$ cat src/rtl/kim1_pkg.sv
// Shared sizes and types for the KIM-1 display/keypad board model.
package kim1_pkg;
    localparam int NUM_DIGITS     = 6;
    localparam int NUM_ROWS       = 3;
    localparam int NUM_COLS       = 7;
    localparam int NUM_KEYS       = 21;
    localparam int SEL_DIGIT_BASE = 4;

    typedef logic [3:0] sel_t;
    typedef logic [6:0] seg_t;
endpackage

$ cat src/rtl/kim1_key_debounce.sv
// Keypad conditioning: 2-flop synchronizer, tick prescaler, and a two-sample
// agreement filter so a key only changes state when two consecutive ticks agree.
module kim1_key_debounce
    import kim1_pkg::*;
#(
    parameter int DEBOUNCE_CYCLES = 1000
) (
    input  logic                clk_i,
    input  logic                rst_i,
    input  logic [NUM_KEYS-1:0] keys_i,
    output logic [NUM_KEYS-1:0] key_db_o
);
    localparam int CW = $clog2(DEBOUNCE_CYCLES + 1);

    logic [CW-1:0]       pre_q, pre_d;
    logic                tick;
    logic [NUM_KEYS-1:0] sync1_q, sync2_q, samp_q, db_q, db_d, agree;

    assign tick  = (pre_q == CW'(DEBOUNCE_CYCLES - 1));
    assign pre_d = tick ? '0 : pre_q + 1'b1;
    assign agree = ~(sync2_q ^ samp_q);
    assign db_d  = (agree & sync2_q) | (~agree & db_q);

    always_ff @(posedge clk_i or posedge rst_i) begin
        if (rst_i) begin
            sync1_q <= '0;
            sync2_q <= '0;
            samp_q  <= '0;
            db_q    <= '0;
            pre_q   <= '0;
        end else begin
            sync1_q <= keys_i;
            sync2_q <= sync1_q;
            pre_q   <= pre_d;
            if (tick) begin
                samp_q <= sync2_q;
                db_q   <= db_d;
            end
        end
    end

    assign key_db_o = db_q;
endmodule

$ cat src/rtl/kim1_display_keypad.sv
// KIM-1 six-digit LED display and 3x7 keypad matrix driven from the 6530 ports.
// Optional KIM1_TTY_LOOP_EN routes tty_rx onto PA7 and PB0 onto tty_tx.
module kim1_display_keypad
    import kim1_pkg::*;
#(
    parameter int DEBOUNCE_CYCLES = 1000,
    parameter int SETTLE_CYCLES   = 16,
    parameter int PERSIST_CYCLES  = 100000
) (
    input  logic                phi2,
    input  logic                rst,
    input  logic [7:0]          PAO,
    input  logic [7:0]          DDRA,
    input  logic [7:0]          PBO,
    input  logic [7:0]          DDRB,
    input  logic [NUM_KEYS-1:0] keys,
    input  logic                tty_rx,
    output logic [7:0]          PAI,
    output logic                tty_tx,
    output logic [41:0]         digit_seg,
    output logic [5:0]          digit_valid,
    output logic [4:0]          key_code,
    output logic                key_valid
);
    localparam int SW = $clog2(SETTLE_CYCLES + 1);
    localparam int PW = $clog2(PERSIST_CYCLES + 1);

    logic [7:0]                         pb_pin, pin, pai_q, pai_d;
    sel_t                               sel, selp_q;
    seg_t                               seg, cand_q;
    logic [NUM_KEYS-1:0]                key_db;
    logic [NUM_DIGITS-1:0]              dig_sel, dval_q, dval_d;
    logic [NUM_DIGITS-1:0][6:0]         dseg_q, dseg_d;
    logic [NUM_DIGITS-1:0][PW-1:0]      pers_q, pers_d;
    logic [SW-1:0]                      stab_q, stab_d;
    logic                               latch, pin7, kv_q;
    logic [6:0]                         row_pin;
    logic [4:0]                         kc_q, kc_d;
    logic                               unused_ok;

    assign pb_pin = PBO | ~DDRB;
    assign sel    = pb_pin[4:1];
    assign seg    = PAO[6:0] & DDRA[6:0];

    kim1_key_debounce #(.DEBOUNCE_CYCLES(DEBOUNCE_CYCLES)) u_db (
        .clk_i    (phi2),
        .rst_i    (rst),
        .keys_i   (keys),
        .key_db_o (key_db)
    );

    // A select change counts as instability, so it wins over the settle compare.
    always_comb begin
        stab_d = stab_q;
        if (seg != cand_q || sel != selp_q)
            stab_d = '0;
        else if (stab_q != SW'(SETTLE_CYCLES))
            stab_d = stab_q + 1'b1;
    end
    assign latch = (stab_d == SW'(SETTLE_CYCLES)) && (seg != '0);

    always_comb begin
        dseg_d = dseg_q;
        dval_d = dval_q;
        pers_d = pers_q;
        for (int d = 0; d < NUM_DIGITS; d++) begin
            dig_sel[d] = (sel == sel_t'(SEL_DIGIT_BASE + d));
            if (dig_sel[d]) begin
                pers_d[d] = '0;
                if (latch) begin
                    dseg_d[d] = seg;
                    dval_d[d] = 1'b1;
                end
            end else if (pers_q[d] == PW'(PERSIST_CYCLES)) begin
                dseg_d[d] = '0;
                dval_d[d] = 1'b0;
            end else begin
                pers_d[d] = pers_q[d] + 1'b1;
            end
        end
    end

    always_comb begin
        row_pin = '1;
        for (int r = 0; r < NUM_ROWS; r++)
            if (sel == sel_t'(r)) row_pin = ~key_db[r*NUM_COLS +: NUM_COLS];
        pin   = {pin7, row_pin};
        pai_d = (DDRA & PAO) | (~DDRA & pin);
        kc_d  = '0;
        for (int k = NUM_KEYS - 1; k >= 0; k--)
            if (key_db[k]) kc_d = 5'(k);
    end

`ifdef KIM1_TTY_LOOP_EN
    logic rx1_q, rx2_q, tx_q;
    always_ff @(posedge phi2 or posedge rst) begin
        if (rst) begin
            rx1_q <= 1'b0;
            rx2_q <= 1'b0;
            tx_q  <= 1'b1;
        end else begin
            rx1_q <= tty_rx;
            rx2_q <= rx1_q;
            tx_q  <= pb_pin[0];
        end
    end
    assign pin7      = rx2_q;
    assign tty_tx    = tx_q;
    assign unused_ok = ^pb_pin[7:5];
`else
    assign pin7      = 1'b1;
    assign tty_tx    = 1'b1;
    assign unused_ok = ^{tty_rx, pb_pin[7:5], pb_pin[0]};
`endif

    always_ff @(posedge phi2 or posedge rst) begin
        if (rst) begin
            pai_q  <= 8'hFF;
            kc_q   <= '0;
            kv_q   <= 1'b0;
            stab_q <= '0;
            cand_q <= '0;
            selp_q <= '0;
            dseg_q <= '0;
            dval_q <= '0;
            pers_q <= '0;
        end else begin
            pai_q  <= pai_d;
            kc_q   <= kc_d;
            kv_q   <= |key_db;
            stab_q <= stab_d;
            cand_q <= seg;
            selp_q <= sel;
            dseg_q <= dseg_d;
            dval_q <= dval_d;
            pers_q <= pers_d;
        end
    end

    assign PAI         = pai_q;
    assign digit_seg   = dseg_q;
    assign digit_valid = dval_q;
    assign key_code    = kc_q;
    assign key_valid   = kv_q;
endmodule

$ cat config.mk
export PLATFORM = sky130hd
export DESIGN_NAME = kim1_display_keypad
export DESIGN_NICKNAME = d
export VERILOG_FILES = /design/src/rtl/kim1_pkg.sv /design/src/rtl/kim1_key_debounce.sv /design/src/rtl/kim1_display_keypad.sv
export SDC_FILE = /design/constraint.sdc
export NUM_CORES = 1
export LEC_CHECK = 0
export BUFFER_PORTS_ARGS = -buffer_cell sky130_fd_sc_hd__buf_2
export CORE_ASPECT_RATIO = 0.8
export CORE_MARGIN = 1
export CORE_UTILIZATION = 30
export CTS_BUF_LIST = sky130_fd_sc_hd__clkbuf_8
export CTS_CLUSTER_DIAMETER = 60
export DETAILED_ROUTE_END_ITERATION = 10
export GPL_TIMING_DRIVEN = 1
export PLACE_DENSITY = 0.55
export RECOVER_POWER = 100
export SYNTH_ARGS = -nofsm -noshare
export SYNTH_HDL_FRONTEND = slang
export SYNTH_SLANG_ARGS = --single-unit
$ cat constraint.sdc
create_clock -name phi2 -period 18.3 [get_ports phi2]
set_input_delay 3.66 -clock phi2 [delete_from_list [all_inputs] [get_ports phi2]]
set_output_delay 3.66 -clock phi2 [all_outputs]
set_load 0.03 [all_outputs]
# After elaboration in Yosys (flattened, before gate mapping)
# Cells that the tools add are included.
# op_classes
n_reduce_logical	17
n_lt_le_gt_ge	0
n_eq_ne	31
n_bitwise	16
add_sub_neg	8
n_mul	0
n_shift	0
n_div	0
n_mux	65
# op_table
op	n
$mux W17	12
$mux W5	23
$mux W7	16
$add A17 B1 Y17 const B	6
$eq A17 B17 Y1 const B	6
$and A21 B21 Y21	2
$not A21 Y21	2
$not A7 Y7	3
$or A21 B21 Y21	1
$reduce_or A21 Y1	1
$xor A21 B21 Y21	1
$and A8 B8 Y8	2
$eq A4 B3 Y1 const B	4
$mux W1	13
$ne A2 B1 Y1 const B	6
$ne A2 B2 Y1 const B	6
$reduce_and A2 Y1	6
$reduce_bool A2 Y1	6
$add A10 B1 Y10 const B	1
$eq A10 B10 Y1 const B	1
$mux W10	1
$eq A4 B4 Y1 const B	2
$not A8 Y8	1
$or A8 B8 Y8	1
14 further kinds	14
# word_totals
mem_bits_ro	0
memories	0
output_inout_bits	63
register_bits	274
mem_bits_rw	0
latchBits	0

# Logic depth before layout (Yosys ltp)
# logic_depth
ltp_word	21
ltp_mapped	9

# Modules after synthesis
# A second synthesis with hierarchy kept.
# hier_totals
cells_unflattened	1130
hier_area_um2	12187.9
# by_module_without_submodules
mod	area_per_inst_um2	seq_area_each_um2	cells_per_inst	instances
kim1_display_keypad	8697.1	4514.3	875	1
kim1_key_debounce	3490.8	2352.3	255	1

# Worst setup path before layout
# Ideal clock, no wire load.
# synth_path
path_kind	input to register
from	in PBO[3]
to	reg dseg_q, in the netlist digit_seg[16]
setup_time_ns	0.134
t_required_ns	18.166
cell_stages	8
n_path_buf	2
path_slack_ns	12.885
t_arrival_ns	5.281
cell_sequence	nand2b_1 -> buf_6 -> xnor2_2 -> nand3_1 -> or3_4 -> or4_1 -> buf_4 -> mux2i_1
# synth_via
elab_chain_len	8
elab_cells_between_ends	11
cone_classes	eq/ne (4); mux (2); bitwise (1); reduce/logical (4)
# synth_lines
item	line_no	source
start: declaration	kim1_display_keypad.sv:14	input logic [7:0] PBO,
$or A5 B5 Y5 (*)	kim1_display_keypad.sv:41	assign pb_pin = PBO | ~DDRB;
net pb_pin[3]	kim1_display_keypad.sv:28	logic [7:0] pb_pin, pin, pai_q, pai_d;
$ne A4 B4 Y1	kim1_display_keypad.sv:55	if (seg != cand_q || sel != selp_q)
$logic_or A1 B1 Y1	kim1_display_keypad.sv:55	
$mux W5	kim1_display_keypad.sv:55	
$eq A5 B5 Y1	kim1_display_keypad.sv:60	assign latch = (stab_d == SW'(SETTLE_CYCLES)) && (seg != '0);
$logic_and A1 B1 Y1	kim1_display_keypad.sv:60	
$ne A2 B1 Y1 (no source line)	-	
$reduce_and A2 Y1 (no source line)	-	
end signal: assignment	kim1_display_keypad.sv:134	dseg_q <= dseg_d;
end: declaration	kim1_display_keypad.sv:33	logic [NUM_DIGITS-1:0][6:0] dseg_q, dseg_d;
# The timed path passes the listed nets; every way through them passes the cells marked *.
# A chain may end at the register's enable or synchronous reset.

==> impl_metrics.tcl <==
set metrics [dict create \
    power.density_mw_per_mm2 109 \
    synth_most_common_cell "dfrtp_1" \
    crit_path_end_kind "asynchronous set/reset pin" \
    skew_ns 0.0263 \
    grt_pass1_wl_um 44100 \
    ir_worst_vdd_mv 0.0482 \
    cts-htree-levels 2 \
    p_clk_frac 0.411 \
    rr_startpoint "u_db.pre_q[0]" \
    finalCriticalPeriod_ns 10.17 \
    wirelength_um 27100 \
    drc 0 \
    cts_tree "built" \
    route.met2.wl_um 12200 \
    post_drt_via_cell_ratio 4.55 \
    worstPathCellList "buf_2 > clkinvlp_2 > clkbuf_1" \
    ctsHoldBuffers 0 \
    synth_top_cell_area_share 0.561 \
    maxCapViolCount 5 \
    max_stage_delay_ns 3.25 \
    synth_fp_nets 1211 \
    p_sw_frac 0.271 \
    syn-mean-instance-area_um2 10.4 \
    finalSetupViolations 0 \
    cts_sinks 274 \
    endpoint "u_db.sync1_q[8]" \
    async_flop_share 1.00 \
    rows 64 \
    tightestPinTransition_ns 5.94 \
    core_mm2 0.0386 \
    final_util 0.361 \
    first_iter_violations 593 \
    synth_warnings 0 \
    cp.depth 3 \
    ys_seq_area_frac 0.579 \
    ys_dominant_reg_cell "dfrtp_1" \
    timing.critical_path.arrival_ns 9.98 \
    die_h_um 180 \
    detail_route.wl_per_cell_um 14.7 \
    grt_pass1_vias 8273 \
    syn-cell-area_mm2 0.0119 \
    gp_congestion 0.786 \
    placed_area_mm2 0.0130 \
    path_delay_family "buffers and inverters" \
    initial_core_util 0.307 \
    path_class "input port to asynchronous set/reset pin" \
    synth_area_leader_cell "dfrtp_1" \
    slew_headroom -2.98 \
    clockBufferDepth 3 \
    outcome "finished with violations" \
    dieWidth_um 224 \
    crit_start "rst" \
    syn_inst 1140 \
    insertion_delay_ns 0.58 \
    synth_edf_count 0 \
    yosys-top-cells-area "dfrtp_1, xor2_1, nand2_1, nor2_1, mux2i_1" \
    drive_above_1_share 0.108 \
    switching_power_uw 410 \
    io-pin-count 119 \
    drtAntennaViolNets 0 \
    overflow 0 \
    slew_viol_final 358 \
    crit_slowest_cell "clkinvlp_2" \
    dp_hpwl_um 18000 \
    vias 8397 \
    critPathLaunchType "input port" \
    p_leak_uw 0.00653 \
    dr.max_layer_used "met4" \
    ff2ff_path_depth 8 \
    p_int_uw 1100 \
    io_buffers 108 \
    post_cts_buffers 0 \
    cts_buffers 47 \
    routedLengthMet1_um 13000 \
    fin_nets 1350 \
    critPathBufInv 3 \
    ys_ff_latch 274 \
    timing.final.hold_violations 0 \
    hp-class "flip-flop to flip-flop" \
    antennaDiodeCount 0 \
    hold_start "u_db.sync1_q[15]" \
    violations "max-capacitance violations, max-slew violations" \
    area_growth_syn_to_layout_pct 17.3 \
    dieArea_mm2 0.0404 \
    grt_usage 0.136 \
    pwr-share-seq 0.489 \
    final_cell_area_mm2 0.0139 \
    cts-resized-gates 0 \
    dr.pass1.iters 5 \
    cts.clk_slew.worst_paths_ns 0.06 \
    antenna_found_initial 0 \
    grt_max_degree 134 \
    totalNegativeSetupSlack_ns 0 \
    fmaxAchievable_ghz 0.0983 \
    rrSetupSlack_ns 14.70 \
    finalCritPeriodShare 0.556 \
    worstPathMaxFanout 133 \
    total_power_uw 1510 \
    root_buffer "clkbuf_8" \
    rsz0062_at_grt "no" \
    pwr-share-comb 0.099 \
    crit_required_ns 18.11 \
    ys_types 54 \
    dr_wl_met3_um 1230 \
    synth_commonest_cells "dfrtp_1, nand2_1, nor2_1" \
]
routing by layer:
layer  track usage  up-vias
met2         0.215      173
met1         0.185     4052
met3        0.0281       52
met5             0        -
li1              -     4120
met4        0.0490        0
power by group through the flow:
| stage | clock network [µW] | logic (µW) | registers [µW] |
|---|---|---|---|
| 2_1_floorplan | 0 | 119 | 735 |
| 3_3_place_gp | 0 | 151 | 749 |
| 3_5_place_dp | 0 | 156 | 749 |
| 4_1_cts | 645 | 156 | 740 |
| 5_1_grt | 674 | 177 | 751 |
| 6_report | 623 | 150 | 741 |
logic make-up (layout without fill, tap and decap cells):
group,Yosys count,after routing,share of synthesized area
buffers and inverters,89,266,0.0307
AOI/OAI and AO/OA,147,147,0.0674
adders and majority gates,15,15,0.0158
DFF,274,274,0.579
other,1,1,0.000316
and+or+nand+nor,464,464,0.191
xor gates and xnor gates,105,105,0.0788
muxes,45,45,0.0380
layout make-up:
| type | count | area (µm²) |
|---|---|---|
| clock buffers | 67 | 922 |
| clock inverters | 20 | 168 |
| fillers | 3967 | 24700 |
| inverters | 60 | 226 |
| multi-input cells | 777 | 4580 |
| flip-flops and latches | 274 | 6870 |
| well taps | 528 | 661 |
| repair buffers | 119 | 502 |
worst min path at each step:
stage / end / slack (ns) / depth (start not counted)
finish: u_db.sync2_q[15] / 0.34 / 0
detailed placement: u_db.sync2_q[13] / 0.33 / 0
floorplan: u_db.sync2_q[0] / 0.33 / 0
global route: u_db.sync2_q[13] / 0.35 / 0
global placement: u_db.sync2_q[14] / 0.33 / 0
CTS: u_db.sync2_q[15] / 0.34 / 0
cells in the final DEF, fill, tap and decap left out, drive strengths merged, types with 2 or more instances in the layout:
master / count
a211oi: 2
dfstp: 8
or4: 10
nand2b: 2
and4: 6
inv: 68
nor4bb: 2
xnor2: 40
buf: 44
nor2b: 12
nor4: 8
clkbuf: 142
or3: 11
nor2: 134
nand4b: 3
a22oi: 7
ha: 15
bufinv: 3
nand2: 143
or2: 6
mux2i: 45
a21oi: 49
and2: 5
and3: 16
nor3: 20
nor4b: 6
a21boi: 5
nand3: 48
dfrtp: 266
o21ai: 76
xor2: 65
clkinv: 8
nor3b: 4
nand4: 25
registers in the layout, indices dropped and copies added, names as in the netlist, named ones only:
name and count:
PAI 8, stab_q 5, digit_valid 6, u_db.samp_q 21, u_db.pre_q 10, u_db.sync2_q 21, key_code 5, u_db.sync1_q 21
digit_seg 42, cand_q 7, selp_q 4, key_valid 1, pers_q 102
worst reg2reg max path: cells and delay by family, from the launching register on:
| family | cells | cell delay (ns) |
|---|---|---|
| AO/OA/AOI/OAI | 2 | 0.34 |
| adder cells (fa/ha/maj) | 1 | 0.24 |
| buffers and inverters | 1 | 0.66 |
| flip-flops | 1 | 0.37 |
| AND/OR/NAND/NOR | 4 | 1.89 |
metrics by stage:
| stage | instances | hold WS, ns | setup WS [ns] |
|---|---|---|---|
| final | 1845 | 0.343 | 8.13 |
| after global routing | 1845 | 0.351 | 6.46 |
| after CTS | 1845 | 0.339 | 12.79 |
| after detailed placement | 1758 | 0.335 | 12.17 |
| after global placement | 1758 | 0.333 | 12.22 |
| after floorplan | 1140 | 0.331 | 7.10 |
No activity file was read; power rests on OpenSTA's default activity.
